==> src/rtl/ddr_frame_writer_pkg.sv <==
// ============================================================================
// Module  : ddr_frame_writer_pkg
// Purpose : DDR geometry, frame geometry and writer state encoding.
// Revision: 1.0 - initial release
// ============================================================================
`default_nettype none

package ddr_frame_writer_pkg;

    localparam int CTRL_ADDR_WIDTH = 28;
    localparam int MEM_DQ_WIDTH    = 32;
    localparam int DDR_DATA_WIDTH  = MEM_DQ_WIDTH * 8;
    localparam int MAX_MEM_LOC     = 1 << CTRL_ADDR_WIDTH;

    localparam int H_ACTIVE        = 1920;
    localparam int V_ACTIVE        = 1080;
    localparam int PIXEL_WIDTH     = 24;
    localparam int PIX_PER_WORD    = 10;
    localparam int FRAME_WORDS     = (H_ACTIVE * V_ACTIVE) / PIX_PER_WORD;

    localparam int PACK_CNT_W      = 4;

    typedef enum logic [2:0] {
        ST_IDLE      = 3'd0,
        ST_PACK      = 3'd1,
        ST_REQ       = 3'd2,
        ST_WAIT_BUSY = 3'd3,
        ST_WAIT_DONE = 3'd4
    } fw_state_e;

endpackage

`default_nettype wire

==> src/rtl/ddr_frame_writer_pixel_packer.sv <==
// ============================================================================
// Module  : ddr_frame_writer_pixel_packer
// Purpose : Drains the pixel FIFO and shifts 10 pixels into one DDR word.
// Revision: 1.0 - initial release
// ============================================================================
`default_nettype none

module ddr_frame_writer_pixel_packer
    import ddr_frame_writer_pkg::*;
#(
    parameter int PIX_W  = PIXEL_WIDTH,
    parameter int DATA_W = DDR_DATA_WIDTH
) (
    input  logic              clk_i,
    input  logic              rst_i,
    input  logic              flush_i,
    input  logic              fifo_empty_i,
    input  logic [PIX_W-1:0]  fifo_rdata_i,
    output logic              fifo_rd_en_o,
    output logic [DATA_W-1:0] word_o,
    output logic              full_o
);

    localparam int PACK_W = PIX_W * PIX_PER_WORD;

    logic [PACK_CNT_W-1:0] issued_q;
    logic [PACK_CNT_W-1:0] landed_q;
    logic                  ret_q;
    logic [PACK_W-1:0]     word_q;

    // Strobes are blocked during a flush so no pixel is popped and then lost.
    assign fifo_rd_en_o = !flush_i && !fifo_empty_i &&
                          (issued_q < PACK_CNT_W'(PIX_PER_WORD));

    always_ff @(posedge clk_i) begin
        if (rst_i) begin
            issued_q <= '0;
            landed_q <= '0;
            ret_q    <= 1'b0;
            word_q   <= '0;
        end else if (flush_i) begin
            // The word itself is held: it is the write data while a write is open.
            issued_q <= '0;
            landed_q <= '0;
            ret_q    <= 1'b0;
        end else begin
            ret_q <= fifo_rd_en_o;
            if (fifo_rd_en_o) begin
                issued_q <= issued_q + PACK_CNT_W'(1);
            end
            if (ret_q) begin
                word_q   <= {fifo_rdata_i, word_q[PACK_W-1:PIX_W]};
                landed_q <= landed_q + PACK_CNT_W'(1);
            end
        end
    end

    assign full_o = (landed_q == PACK_CNT_W'(PIX_PER_WORD));
    assign word_o = DATA_W'(word_q);

endmodule

`default_nettype wire

==> src/rtl/ddr_frame_writer.sv <==
// ============================================================================
// Module  : ddr_frame_writer
// Purpose : Packs FIFO pixels into DDR words and issues frame-linear writes.
// Revision: 1.0 - initial release
// ============================================================================
`default_nettype none

module ddr_frame_writer
    import ddr_frame_writer_pkg::*;
#(
    parameter int                ADDR_W      = CTRL_ADDR_WIDTH,
    parameter int                DATA_W      = DDR_DATA_WIDTH,
    parameter int                PIX_W       = PIXEL_WIDTH,
    parameter int                FRAME_WORDS = ddr_frame_writer_pkg::FRAME_WORDS,
    parameter logic [ADDR_W-1:0] BASE_ADDR   = '0,
    parameter int                ADDR_STEP   = 32
) (
    input  logic              ddr_clk_i,
    input  logic              rst_i,
    input  logic              init_done_i,
    input  logic              frame_start_i,
    input  logic              fifo_empty_i,
    output logic              fifo_rd_en_o,
    input  logic [PIX_W-1:0]  fifo_rdata_i,
    output logic              wr_req_o,
    output logic [ADDR_W-1:0] wr_addr_o,
    output logic [DATA_W-1:0] wr_data_o,
    output logic [3:0]        awlen_o,
    input  logic              wr_busy_i,
    input  logic              wr_done_i,
    output logic              frame_done_o
);

    localparam int IDX_W = (FRAME_WORDS > 1) ? $clog2(FRAME_WORDS) : 1;

    fw_state_e         state_q;
    logic              wr_req_q;
    logic              frame_done_q;
    logic              resync_q;
    logic [ADDR_W-1:0] wr_addr_q;
    logic [IDX_W-1:0]  word_idx_q;

    logic w_flush;
    logic w_full;
    logic w_realign;
    logic w_last;

    // Packer counts are only live in PACK; a frame_start there drops the partial word.
    assign w_flush   = rst_i || (state_q != ST_PACK) || frame_start_i;
    assign w_realign = resync_q || frame_start_i;
    assign w_last    = (word_idx_q == IDX_W'(FRAME_WORDS - 1));

    ddr_frame_writer_pixel_packer #(
        .PIX_W  (PIX_W),
        .DATA_W (DATA_W)
    ) u_packer (
        .clk_i        (ddr_clk_i),
        .rst_i        (rst_i),
        .flush_i      (w_flush),
        .fifo_empty_i (fifo_empty_i),
        .fifo_rdata_i (fifo_rdata_i),
        .fifo_rd_en_o (fifo_rd_en_o),
        .word_o       (wr_data_o),
        .full_o       (w_full)
    );

    always_ff @(posedge ddr_clk_i) begin
        if (rst_i) begin
            state_q      <= ST_IDLE;
            wr_req_q     <= 1'b0;
            frame_done_q <= 1'b0;
            resync_q     <= 1'b0;
            wr_addr_q    <= BASE_ADDR;
            word_idx_q   <= '0;
        end else begin
            wr_req_q     <= 1'b0;
            frame_done_q <= 1'b0;
            case (state_q)
                ST_IDLE: begin
                    if (init_done_i && frame_start_i) begin
                        state_q    <= ST_PACK;
                        wr_addr_q  <= BASE_ADDR;
                        word_idx_q <= '0;
                        resync_q   <= 1'b0;
                    end
                end
                ST_PACK: begin
                    if (frame_start_i) begin
                        wr_addr_q  <= BASE_ADDR;
                        word_idx_q <= '0;
                    end else if (!init_done_i) begin
                        state_q <= ST_IDLE;
                    end else if (w_full) begin
                        state_q  <= ST_REQ;
                        wr_req_q <= 1'b1;
                    end
                end
                ST_REQ: begin
                    if (frame_start_i) begin
                        resync_q <= 1'b1;
                    end
                    state_q <= ST_WAIT_BUSY;
                end
                ST_WAIT_BUSY, ST_WAIT_DONE: begin
                    if (wr_done_i) begin
                        resync_q <= 1'b0;
                        state_q  <= init_done_i ? ST_PACK : ST_IDLE;
                        // A pending realign overrides both increment and end-of-frame.
                        if (w_realign || w_last) begin
                            wr_addr_q    <= BASE_ADDR;
                            word_idx_q   <= '0;
                            frame_done_q <= !w_realign;
                        end else begin
                            wr_addr_q  <= wr_addr_q + ADDR_W'(ADDR_STEP);
                            word_idx_q <= word_idx_q + IDX_W'(1);
                        end
                    end else begin
                        if (frame_start_i) begin
                            resync_q <= 1'b1;
                        end
                        if ((state_q == ST_WAIT_BUSY) && wr_busy_i) begin
                            state_q <= ST_WAIT_DONE;
                        end
                    end
                end
                default: state_q <= ST_IDLE;
            endcase
        end
    end

    assign wr_req_o     = wr_req_q;
    assign wr_addr_o    = wr_addr_q;
    assign frame_done_o = frame_done_q;
    assign awlen_o      = 4'd0;

endmodule

`default_nettype wire

==> config.mk <==
export PLATFORM = sky130hd
export DESIGN_NAME = ddr_frame_writer
export DESIGN_NICKNAME = d
export VERILOG_FILES = /design/src/rtl/ddr_frame_writer_pkg.sv /design/src/rtl/ddr_frame_writer_pixel_packer.sv /design/src/rtl/ddr_frame_writer.sv
export SDC_FILE = /design/constraint.sdc
export NUM_CORES = 1
export LEC_CHECK = 0
export CAP_MARGIN = 20
export CORE_UTILIZATION = 43
export CTS_CLUSTER_DIAMETER = 30
export DETAILED_ROUTE_END_ITERATION = 8
export MAX_ROUTING_LAYER = met4
export PLACE_DENSITY_LB_ADDON = 0.05
export SYNTH_ARGS = -nofsm -noshare
export SYNTH_HDL_FRONTEND = slang
export SYNTH_SLANG_ARGS = --single-unit
export TNS_END_PERCENT = 1
==> constraint.sdc <==
create_clock -name ddr_clk_i -period 2.04 [get_ports ddr_clk_i]
set_input_delay 0.408 -clock ddr_clk_i [delete_from_list [all_inputs] [get_ports ddr_clk_i]]
set_output_delay 0.408 -clock ddr_clk_i [all_outputs]
set_load 0.05 [all_outputs]
==> results <==
power by group through the flow:
| stage | combinational [W] | clock [W] | sequential (W) |
|---|---|---|---|
| 2_1_floorplan | 0.000331 | 0 | 0.00593 |
| 3_3_place_gp | 0.000468 | 0 | 0.00592 |
| 3_5_place_dp | 0.000469 | 0 | 0.00592 |
| 4_1_cts | 0.000475 | 0.0117 | 0.00582 |
| 5_1_grt | 0.000522 | 0.0120 | 0.00581 |
| 6_report | 0.000488 | 0.0115 | 0.00582 |
area by class of cell:
cell class                 count  area, sq um
timing repair buffer         362         3246
clock buffer                  92         1953
clock inverter                23        488.0
tap                          330        412.9
multi-input combinational   1006         4768
inverter                       8        30.03
sequential                   296         5927
fill                        2283         8429
cells by family (layout without fill, tap and decap cells):
kind of cell    count (synthesis)  count (layout)
simple gates                  655             655
compound gates                296             296
flops                         296             296
buf+inv                       133             485
xor+xnor                       21              21
fa+ha+maj                       5               5
mux                             4               4
other cells                     1              25
metrics by stage:
step	setup WS (ns)	setup TNS, ns	area [sq um]	hold slack, ns	cells
6_report	-0.04475	-0.05953	16820	0.3993	2117
3_5_place_dp	-0.4154	-85.54	14560	0.4462	2002
4_1_cts	-0.1949	-0.5298	16760	0.3745	2117
5_1_grt	-0.1168	-0.6261	16820	0.3935	2117
3_3_place_gp	-0.3582	-79.94	14560	0.4412	2002
2_1_floorplan	-0.05847	-0.4831	11210	0.4559	1435
Yosys cell counts, types with 3 or more instances:
cell type	count	share of area, %
o21ai_0	7	0.32
xor2_1	16	1.3
a211o_1	4	0.32
nor4_1	3	0.17
and4_1	3	0.24
and3_1	10	0.56
nand2_1	509	17
buf_4	25	1.7
inv_1	8	0.27
a21oi_1	250	11
a211oi_1	4	0.27
ha_1	5	0.56
buf_2	5	0.23
nand3_1	33	1.5
clkbuf_1	94	3.2
dfxtp_1	296	53
nor2_1	36	1.2
a31oi_1	21	1.2
xnor2_1	5	0.39
nand4_1	15	0.84
nand3b_1	5	0.34
nor3_1	10	0.45
or3_1	14	0.79
mux2_2	3	0.30
registers in the layout, summed over array words and instances, names as in the netlist:
name,flops
u_packer.issued_q,4
wr_addr_o,23
word_idx_q,18
u_packer.landed_q,4
state_q,3
wr_req_o,1
u_packer.word_q,240
resync_q,1
frame_done_o,1
u_packer.ret_q,1
worst max path at each step:
stage / end / cells after the start / slack [ns]
CTS: fifo_rd_en_o / 6 / -0.19
global placement: wr_addr_o[13] / 6 / -0.36
global route: fifo_rd_en_o / 6 / -0.12
detailed placement: wr_addr_o[11] / 7 / -0.42
floorplan: wr_addr_o[18] / 5 / -0.06
finish: fifo_rd_en_o / 6 / -0.04
metal layers:
metal / up-vias / share of wire, % / GRT usage [%]
met1: 4799 / 45 / 32.44
met2: 375 / 44 / 35.69
met4: 0 / 2.7 / 9.091
met3: 62 / 8.9 / 8.276
met5: - / 0 / -
li1: 5312 / - / -
what timing repair did:
| item | CTS | global route |
|---|---|---|
| cloned | 0 | 0 |
| setup endpoints to repair | 219 | 37 |
| gates resized for setup | 213 | 18 |
| pin swaps | 0 | 8 |
| setup buffers | 0 | 0 |
worst register-to-register path, cell delays in order, from the launching register on:
cell and delay (ns):
dfxtp_1 0.30, or3b_4 0.40, a211o_1 0.30, a211o_4 0.33, buf_6 0.15, or3_1 0.34
a31oi_1 0.15
==> flow_summary_export.csv <==
group,metric,value,unit
run_status,status,"finished with violations",
run_status,violations,"negative setup slack",
place,port-buffer-count,296,
drt,drt_iter0_drc,918,
clocking,cts_made_buffers,66,
logic_synthesis,synth-compound-area-share,14.07,%
pwr,irDropWorstVdd,0.9028,mV
global_routing,grt_overflow_total,0,
logic_synthesis,async_flop_share,0,%
hold_path,worstHoldStart,"rst_i",
clocking,hold_buffers,0,
logic_synthesis,netlist_area,0.01111,sq mm
hold_path,min-delay-path-class,"input port to flip-flop",
setup_path,worst-endpoint-arrival,1.68,ns
logic_synthesis,synthAdderAreaFrac,0.5629,%
logic_synthesis,syn_avg_cell_area,7.876,sq um
drt,first_pass_iters,6,
clocking,cts-root-buf,"clkbuf_16",
drt,wire_per_inst,15.41,um
setup_path,crit_path_start,"state_q[0]",
setup_path,crit_family,"buffers and inverters",
setup_path,start_kind,"flip-flop",
setup_path,cp-end-kind,"output pin",
sta,maxSlewHeadroom,21.09,%
sta,min_period,2.085,ns
drt,num_vias,10550,
global_routing,grt_max_degree,223,
setup_path,r2r_cells,6,
logic_synthesis,ys.flop_type,"dfxtp_1",
floorplanning,die_area,0.02649,sq mm
setup_path,worst-path-max-fanout,6,
pwr,p_switching,0.003501,W
layout,layout_commonest_cell,"nand2_1",
floorplanning,row_count,58,
pwr,p_per_area,1060,mW/mm^2
clocking,cts_tree,"done",
sta,fmax,479.7,MHz
setup_path,crit_required,1.63,ns
global_routing,grt_pass1_vias,9776,
floorplanning,dieHeight,162.8,um
logic_synthesis,synthDistinctLibCells,45,
pwr,pwr-share-comb,2.7,%
logic_synthesis,synth_warnings,0,
sta,setup_viol,3,
pwr,seqPwrFrac,32.6,%
layout,synthToLayoutAreaGrowth,51.40,%
pwr,finalPower,0.01784,W
clocking,cts.sinks,296,
setup_path,reg2reg_to,"wr_addr_o[8]",
clocking,clock_path_buffers,3,
layout,layout_common_cells,"508 x nand2_1, 295 x dfxtp_1, 248 x a21oi_1",
sta,setup_ws,-0.04475,ns
sta,rsz0062_at_grt,"yes",
pwr,p_sw_share,19.63,%
global_routing,grt_first_pass_wirelength,51580,um
setup_path,crit_chain,"buf_4, nor2b_4, buf_6, nand2_2, nor3_4, buf_12",
floorplanning,start_util,44.01,%
logic_synthesis,ys_seq_elements,296,
setup_path,critPathKind,"flip-flop to output pin",
hold_path,holdPathEnd,"state_q[1]",
logic_synthesis,yosys.area_share.simple,24.57,%
global_routing,grtUsageTotal,24.92,%
hold_path,hold_path_depth,3,
clocking,cts.htree.levels,3,
floorplanning,core,0.02525,sq mm
logic_synthesis,synth_xor_area_share,1.655,%
setup_path,worst_path_largest_cell_delay,0.32,ns
drt,route.detailed.drc,0,
clocking,clk_latency,0.53,ns
logic_synthesis,synth_mux_area_share,0.3941,%
layout,antenna_cells,0,
sta,hold_viol_final,0,
floorplanning,ios,322,
layout,utilization,66.62,%
sta,fin_crit_sh,102.2,%
setup_path,crit_buf_inv,3,
pwr,leakage,7.072,nW
layout,finalNetCount,1776,
floorplanning,die_x,162.8,um
drt,wirelength,32630,um
setup_path,cp_slowest_cell,"dfxtp_1",
sta,finalMaxSlewViolations,0,
place,dp_hpwl,21410,um
logic_synthesis,synth_edf_count,0,
pwr,p_clk_share,64.6,%
setup_path,reg2reg_slack,-0.01,ns
logic_synthesis,syn_inst,1411,
layout,drive_above_1_share,14.38,%
logic_synthesis,synth_top_family_by_area,"simple AND/OR/NAND/NOR gates",
sta,worst_slew_pin_slew,1.184,ns
logic_synthesis,ys_seq_area_share,53.32,%
clocking,clkSlewWorstSetupHoldPaths,0.04,ns
sta,finalClockSkew,0.01090,ns
drt,final_antenna_net_count,0,
place,gp_congestion,0.8219,
job,max_cap_viol_count,0,
setup_path,reg2reg_from,"state_q[0]",
global_routing,antenna_found_initial,0,
pwr,power.internal,0.01434,W
drt,via_per_inst,4.983,
Note: power is estimated with default switching activity, not from simulation.
